File: src/rtl/fetch_unit.sv
// Instruction fetch stage: owns the PC, issues one word fetch at a time over a
// req/gnt/rvalid handshake, and buffers returned instructions in a small FIFO
// that feeds decode. A taken branch from MEM flushes the buffer and squashes
// any fetch still in flight.
//
// state  | meaning
// -------+------------------------------------------------------------
// IDLE   | no request outstanding; may issue when the FIFO has room
// WAIT   | one request accepted, response pending, data will be kept
// DROP   | one request accepted, but squashed by a redirect; data dropped
module fetch_unit #(
  parameter int             N        = 64,
  parameter logic [N-1:0]   RESET_PC = '0,
  parameter int             DEPTH    = 2
) (
  input  logic          clk,
  input  logic          reset,
  output logic          imem_req,
  output logic [N-1:0]  imem_addr,
  input  logic          imem_gnt,
  input  logic          imem_rvalid,
  input  logic [31:0]   imem_rdata,
  input  logic          stall_D,
  input  logic          pcsrc_M,
  input  logic [N-1:0]  pcbranch_M,
  output logic          valid_D,
  output logic [31:0]   instr_D,
  output logic [N-1:0]  pc_D
);

  localparam int AW = $clog2(DEPTH);
  localparam int CW = AW + 1;
  localparam logic [CW-1:0] DEPTH_C = CW'(DEPTH);

  localparam logic [1:0] S_IDLE = 2'd0;
  localparam logic [1:0] S_WAIT = 2'd1;
  localparam logic [1:0] S_DROP = 2'd2;

  logic [1:0]    state_q, state_d;
  logic [N-1:0]  pc_q;
  logic [N-1:0]  req_pc_q;
  logic [31:0]   fifo_instr [DEPTH];
  logic [N-1:0]  fifo_pc    [DEPTH];
  logic [AW-1:0] rd_ptr_q, wr_ptr_q;
  logic [CW-1:0] count_q;
  logic          issue, push, pop, empty;
  logic          unused_branch_lsb;

  // Branch targets are forced word aligned, so the low bits never matter.
  assign unused_branch_lsb = ^pcbranch_M[1:0];

  assign empty = (count_q == '0);

  // Credit uses the registered count, so a pop only frees a slot next cycle.
  // The reset term keeps the request low while reset is held.
  assign imem_req  = reset && (state_q == S_IDLE) && (count_q < DEPTH_C) && !pcsrc_M;
  assign imem_addr = pc_q;
  assign issue     = imem_req && imem_gnt;

  // A redirect wins over everything: response data and decode pops are ignored.
  assign push = (state_q == S_WAIT) && imem_rvalid && !pcsrc_M;
  assign pop  = !empty && !stall_D && !pcsrc_M;

  assign valid_D = !empty;
  assign instr_D = empty ? '0 : fifo_instr[rd_ptr_q];
  assign pc_D    = empty ? '0 : fifo_pc[rd_ptr_q];

  // Next-state logic; a response always closes out the outstanding request.
  always_comb begin
    state_d = state_q;
    case (state_q)
      S_IDLE:  if (issue) state_d = S_WAIT;
      S_WAIT:  if (imem_rvalid) state_d = S_IDLE;
               else if (pcsrc_M) state_d = S_DROP;
      S_DROP:  if (imem_rvalid) state_d = S_IDLE;
      default: state_d = S_IDLE;
    endcase
  end

  // State register.
  always_ff @(posedge clk or negedge reset) begin
    if (!reset) state_q <= S_IDLE;
    else        state_q <= state_d;
  end

  // PC: redirect loads the aligned target, an accepted request steps by one word.
  always_ff @(posedge clk or negedge reset) begin
    if (!reset) begin
      pc_q     <= RESET_PC;
      req_pc_q <= '0;
    end else begin
      if (pcsrc_M)    pc_q <= {pcbranch_M[N-1:2], 2'b00};
      else if (issue) pc_q <= pc_q + N'(4);
      if (issue) req_pc_q <= pc_q;
    end
  end

  // FIFO pointers and occupancy; a redirect empties the buffer.
  always_ff @(posedge clk or negedge reset) begin
    if (!reset) begin
      rd_ptr_q <= '0;
      wr_ptr_q <= '0;
      count_q  <= '0;
    end else if (pcsrc_M) begin
      rd_ptr_q <= '0;
      wr_ptr_q <= '0;
      count_q  <= '0;
    end else begin
      if (push) wr_ptr_q <= wr_ptr_q + AW'(1);
      if (pop)  rd_ptr_q <= rd_ptr_q + AW'(1);
      case ({push, pop})
        2'b10:   count_q <= count_q + CW'(1);
        2'b01:   count_q <= count_q - CW'(1);
        default: count_q <= count_q;
      endcase
    end
  end

  // FIFO storage; credit guarantees a push never lands on a full buffer.
  always_ff @(posedge clk) begin
    if (push) begin
      fifo_instr[wr_ptr_q] <= imem_rdata;
      fifo_pc[wr_ptr_q]    <= req_pc_q;
    end
  end

  // A response with no request outstanding means the memory side broke the handshake.
  assert property (@(posedge clk) disable iff (!reset) !(imem_rvalid && state_q == S_IDLE));

endmodule

File: config.mk
export PLATFORM = sky130hd
export DESIGN_NAME = fetch_unit
export DESIGN_NICKNAME = d
export VERILOG_FILES = /design/src/rtl/fetch_unit.sv
export SDC_FILE = /design/constraint.sdc
export NUM_CORES = 1
export LEC_CHECK = 0
export CORE_MARGIN = 5
export CORE_UTILIZATION = 50
export DETAILED_ROUTE_END_ITERATION = 10
export PLACE_DENSITY = 0.85
export SETUP_SLACK_MARGIN = 0.5
export SLEW_MARGIN = 10
export SYNTH_ARGS = -nofsm -noshare
export SYNTH_HDL_FRONTEND = slang
export SYNTH_SLANG_ARGS = --single-unit
export TNS_END_PERCENT = 30
File: constraint.sdc
create_clock -name clk -period 12 [get_ports clk]
set_input_delay 3 -clock clk [delete_from_list [all_inputs] [get_ports clk]]
set_output_delay 3 -clock clk [all_outputs]
set_load 0.03 [all_outputs]
Yosys cells after proc, flatten, opt, wreduce, memory -nomap -nowiden
Memory sizes are Yosys's and may differ from the RTL's. Cells that the tools add are included.

Input port bits: 102. Output and inout bits: 162. Memories: 2. Memory bits (writable): 192. Logic and storage cells: 56. Bits in registers: 134.

$lt $le $gt $ge: 1. Mux-type cells: 17. $add $sub $neg: 5. Eq/ne operators: 7. Reductions and logical operators: 18.

Memories: fifo_pc (words 2, bits a word 64, rd ports 1, clocked after Yosys merged registers in 0, write ports 1, RTL line 43) `logic [N-1:0] fifo_pc [DEPTH];`; fifo_instr (words 2, bits a word 32, rd ports 1, clocked after Yosys merged registers in 0, write ports 1, RTL line 42) `logic [31:0] fifo_instr [DEPTH];`.

Operators with widths (number): two-way mux 64 bit (3); adder 64 x 3 -> 64 bit (second input constant) (1); two-way mux 32 bit (1); two-way mux 2 bit (5); logical AND 1 bit (8); two-way mux 1 bit (6); case mux 2 bit (3 select lines) (1); nonzero test 2 bit (3); == test 2 x 1 -> 1 bit (second input constant) (2); == test 2 bit (second input constant) (2); zero test 2 bit (2); inequality test 2 bit (second input constant) (2); case mux 2 bit (2 select lines) (1); zero test 1 bit (3); inequality test 3 bit (second input constant) (1); AND reduction 3 bit (1); nonzero test 3 bit (1); adder 1 bit (second input constant) (2); adder 2 x 1 -> 2 bit (second input constant) (1); less-than comparator 2 bit (second input constant) (1); subtractor 2 x 1 -> 2 bit (second input constant) (1).

Logic depth before layout (Yosys ltp)
Depth after elaboration: 7. Gate-level depth with buffers: 8. Depth with buffers taken out: 6.

Least setup slack after synthesis
No wires, ideal clock.

Kind: input -> register. From: input port pcsrc_M. To: memory fifo_instr[1][0] (enable). Path buffers: 3. Stages on the path: 4. Arrival: 10.371 ns. Required time: 11.319 ns. Path slack: 0.948 ns. Library setup time: 0.681 ns. Cells stage by stage: buf_6 clkbuf_1 clkbuf_1 nor3b_1.

Longest elaborated chain between the ends: 4.

Ends and longest elaborated chain: from (decl) (RTL line 24) `input logic pcsrc_M,`; zero test 1 bit (RTL line 61) `assign push = (state_q == S_WAIT) && imem_rvalid && !pcsrc_M;`; logical AND 1 bit (RTL line 61); two-way mux 1 bit (RTL line 121) `if (push) begin`; two-way mux 1 bit (not written as such) (RTL line 122) `fifo_instr[wr_ptr_q] <= imem_rdata;`; to (decl) (RTL line 42).

No other way between the ends.

Worst setup path in the final report
From: input port pcsrc_M. To: output port imem_req.

Longest elaborated chain between the ends: 2.

Ends and longest elaborated chain: zero test 1 bit (RTL line 56) `assign imem_req = reset && (state_q == S_IDLE) && (count_q < DEPTH_C) && !pcsrc_M;`; logical AND 1 bit (RTL line 56); to (decl) (RTL line 18) `output logic imem_req,`.

No other way between the ends.

==> summary.txt <==
Critical path
  • Critical Path, Cell by Cell: buf_2, or3_4, nor3b_1, clkdlybuf4s50_1
  • CP Max Fanout: 31
  • Critical path type: input port to output port
  • Startpoint types: input port
  • Internal reg-to-reg setup slack: 8.72 ns
  • CP max-delay cell: clkdlybuf4s50_1
  • R2r startpoint: count_q[1]
  • Cells on worst reg2reg path: 7
  • Worst R2R End: imem_addr[32]
  • Worst EP arrival: 4.87 ns
  • Worst setup EP type: output port
  • WP data required: 9.00 ns
  • Crit-path max cell delay: 0.74 ns

STA
  • Setup Skew: 0.01680 ns
  • Final period util: 65.57%
  • Setup TNS: 0 ns
  • Fin. Hold Viols: 0
  • Post-layout minimum cycle time: 7.868 ns
  • Final setup violating endpoints: 0
  • RSZ-0062 raised after global routing: no
  • Slew @ Worst Pin: 1.066 ns
  • Slew HR: 28.91%
  • Slew Limit Fails: 0
  • Peak Freq: 127.1 MHz

GRT
  • Initial antenna violation count: 2
  • Largest net degree at the start of global routing: 89
  • GRT Total Usage: 23.83%
  • Total grt overflow: 0
  • First-pass GRT wire length: 58.24 mm
  • Vias in the first global route: 10640

Synth
  • Seq/Total Area, Yosys: 65.23%
  • Distinct cells, synth: 57
  • Syn Inst Count: 1176
  • Cell area after synthesis: 13640 um^2
  • Syn_area_per_cell: 11.60 um^2
  • Most used DFF post-synth: edfxtp_1
  • Async SR Flop Fraction: 40.88%
  • Synth Register Bits: 318
  • Post-synth EDFFs: 188
  • Syn. warnings: 0

Routing
  • Avg WL per Cell: 20.90 um
  • Initial DRC Count: 1151
  • ANT nets after route: 0
  • TritonRoute pass-1 iters: 6
  • DRC viols: 0
  • Routed vias/inst: 5.975
  • Vias: 10640
  • Final wirelength: 37.22 mm

Finish
  • Diodes inserted: 0
  • Layout Area Growth over Synthesis: 29.33%
  • Area used by multi-input combinational logic: 4433 um^2
  • Design Area, Final: 17640 um^2
  • Filler instances: 1951
  • Seq. cell area: 8902 um^2
  • Layout cell share with drive strength beyond 1: 6.042%
  • Nets: 1517

Worst hold path
  • Type of the worst min-delay path: register to register
  • Min-Delay Path Depth: 0
  • Worst hold path startpoint: req_pc_q[15]
  • WHS Endpoint: fifo_pc[0][15]

Pwr
  • Final total power: 2.698 mW
  • Leak: 6.501 nW
  • Maximum vdd ir drop: 0.00007884 V
  • P per Cell Area: 152.9 nW/um^2

Floorplan
  • # rows: 60
  • Die H: 175.2 um
  • IO Pins: 264
  • Die X: 175.2 um
  • Starting density of the core: 50.76%
  • Die Area: 30690 um^2
  • Core area: 26880 um^2

Clock network
  • Post-CTS Hold Buffers: 0
  • Clk buf depth: 3
  • H-tree lvl count: 2
  • Clock sink count: 318
  • Clk pin slew, worst setup/hold paths: 0.06 ns
  • Num CTS Buffers: 34
  • Post_cts resized: 0
  • Worst skew pair latency: 0.50 ns
  • Post-CTS setup repair buffer count: 0
  • Root Driver: clkbuf_16
  • CTS tree: yes

Placement
  • DP Area: 16480 um^2
  • # port buffers: 257
  • RD Place Congestion: 0.8779
  • HPWL Detailed: 24.74 mm

Status
  • Status: completed

Flow run
  • Total of max-cap violations: 0
==> cell type report <==
| class | count | share of cell area [%] |
|---|---|---|
| Inverter | 13 | 0.2766 |
| Clock buffer | 48 | 5.709 |
| Timing Repair Buffer | 271 | 15.15 |
| Sequential cell | 318 | 50.46 |
| Tap cell | 341 | 2.418 |
| Multi-Input combinational cell | 776 | 25.13 |
| Clock inverter | 14 | 0.8581 |
==> sequential cells by signal, indices dropped and copies added, names as in the netlist <==
register,cells
count_q,2
wr_ptr_q,1
fifo_instr,64
rd_ptr_q,1
state_q,2
fifo_pc,124
imem_addr,62
req_pc_q,62
==> Yosys cell counts, drive strengths merged, types with 3 or more instances <==
| cell type | instances | area (um^2) |
|---|---|---|
| dfrtp | 130 | 3253 |
| mux2i | 95 | 950.9 |
| buf | 34 | 160.2 |
| o211ai | 20 | 150.1 |
| or3 | 6 | 42.54 |
| o21ai | 37 | 185.2 |
| a221o | 4 | 40.04 |
| nand4 | 35 | 219.0 |
| o311ai | 24 | 210.2 |
| nand3 | 51 | 255.2 |
| inv | 12 | 45.04 |
| a22oi | 7 | 52.55 |
| a21o | 3 | 22.52 |
| and3 | 15 | 93.84 |
| a31o | 4 | 35.03 |
| nor2 | 122 | 457.9 |
| nor3b | 3 | 22.52 |
| clkbuf | 38 | 142.6 |
| a31oi | 7 | 43.79 |
| edfxtp | 188 | 5645 |
| a21oi | 16 | 80.08 |
| or4 | 12 | 93.84 |
| and4 | 6 | 52.55 |
| nor4 | 12 | 90.09 |
| xnor2 | 3 | 26.28 |
| nor3 | 17 | 90.09 |
| nor2b | 5 | 31.28 |
| nand2 | 240 | 900.9 |
==> per-stage QoR <==
| stage | hold slack [ns] | instances | util, % | worst slack, ns |
|---|---|---|---|---|
| 3_3_place_gp | 0.4499 | 1719 | 61.34 | 4.205 |
| 2_1_floorplan | 0.4419 | 1179 | - | 0.9476 |
| 4_1_cts | 0.4699 | 1781 | 65.65 | 4.151 |
| 5_1_grt | 0.4787 | 1781 | 65.65 | 4.059 |
| 6_report | 0.4664 | 1781 | 65.65 | 4.132 |
| 3_5_place_dp | 0.4568 | 1719 | 61.34 | 4.204 |
==> power by group <==
group | total, mW | switching, mW | internal [mW] | leakage [nW]
Clock | 1.06 | 0.411 | 0.652 | 0.571
Combinational | 0.292 | 0.170 | 0.122 | 2.60
Sequential | 1.34 | 0.0861 | 1.26 | 3.33
==> kinds of logic (layout without fill, tap and decap cells) <==
kind of cell,after synthesis,after routing,synth area share (%)
fa+ha+maj,1,1,0.09170
other cells,1,4,0.02749
buf+inv,85,346,2.577
flops,318,318,65.23
simple gates,531,531,17.59
compound gates,139,139,7.090
xor+xnor,4,4,0.2569
mux,97,97,7.136
==> critical path, delay by kind of cell <==
| family | cells | cell delay (ns) |
|---|---|---|
| and+or+nand+nor | 2 | 0.82 |
| buffers and inverters | 2 | 1.04 |
==> metal layers <==
layer  share of wire (%)  wire (um)  up-vias  GRT usage, %
met5               0.070         26        -             0
met3                  11       4106      112         5.950
met1                  39      14400     5117         32.06
li1                    -          -     4771             -
met2                  47      17400      638         38.18
met4                 3.5       1284        4         8.020
==> worst max path at each step <==
stage | start | endpoint | slack [ns] | depth (start not counted)
detailed placement | pcsrc_M | imem_req | 4.20 | 4
global placement | pcsrc_M | imem_req | 4.21 | 4
floorplan | pcsrc_M | fifo_instr[1][0] | 0.95 | 4
global route | pcsrc_M | imem_req | 4.06 | 4
CTS | pcsrc_M | imem_req | 4.15 | 4
finish | pcsrc_M | imem_req | 4.13 | 4
==> cell usage in the layout (no fill, tap or decap), types with 7 or more instances in the layout <==
| cell | count |
|---|---|
| o21ai_0 | 37 |
| a31oi_1 | 7 |
| nor3_1 | 15 |
| o311ai_0 | 24 |
| nand4_1 | 35 |
| edfxtp_1 | 188 |
| and3_1 | 15 |
| nand2_1 | 240 |
| a22oi_1 | 7 |
| nor2_1 | 119 |
| mux2i_1 | 95 |
| clkbuf_1 | 7 |
| or4_1 | 11 |
| dfrtp_1 | 129 |
| clkdlybuf4s50_1 | 255 |
| inv_1 | 12 |
| o211ai_1 | 20 |
| nor4_1 | 11 |
| buf_4 | 14 |
| nand3_1 | 51 |
| clkbuf_16 | 37 |
| a21oi_1 | 16 |
Note: power is estimated with default switching activity, not from simulation.
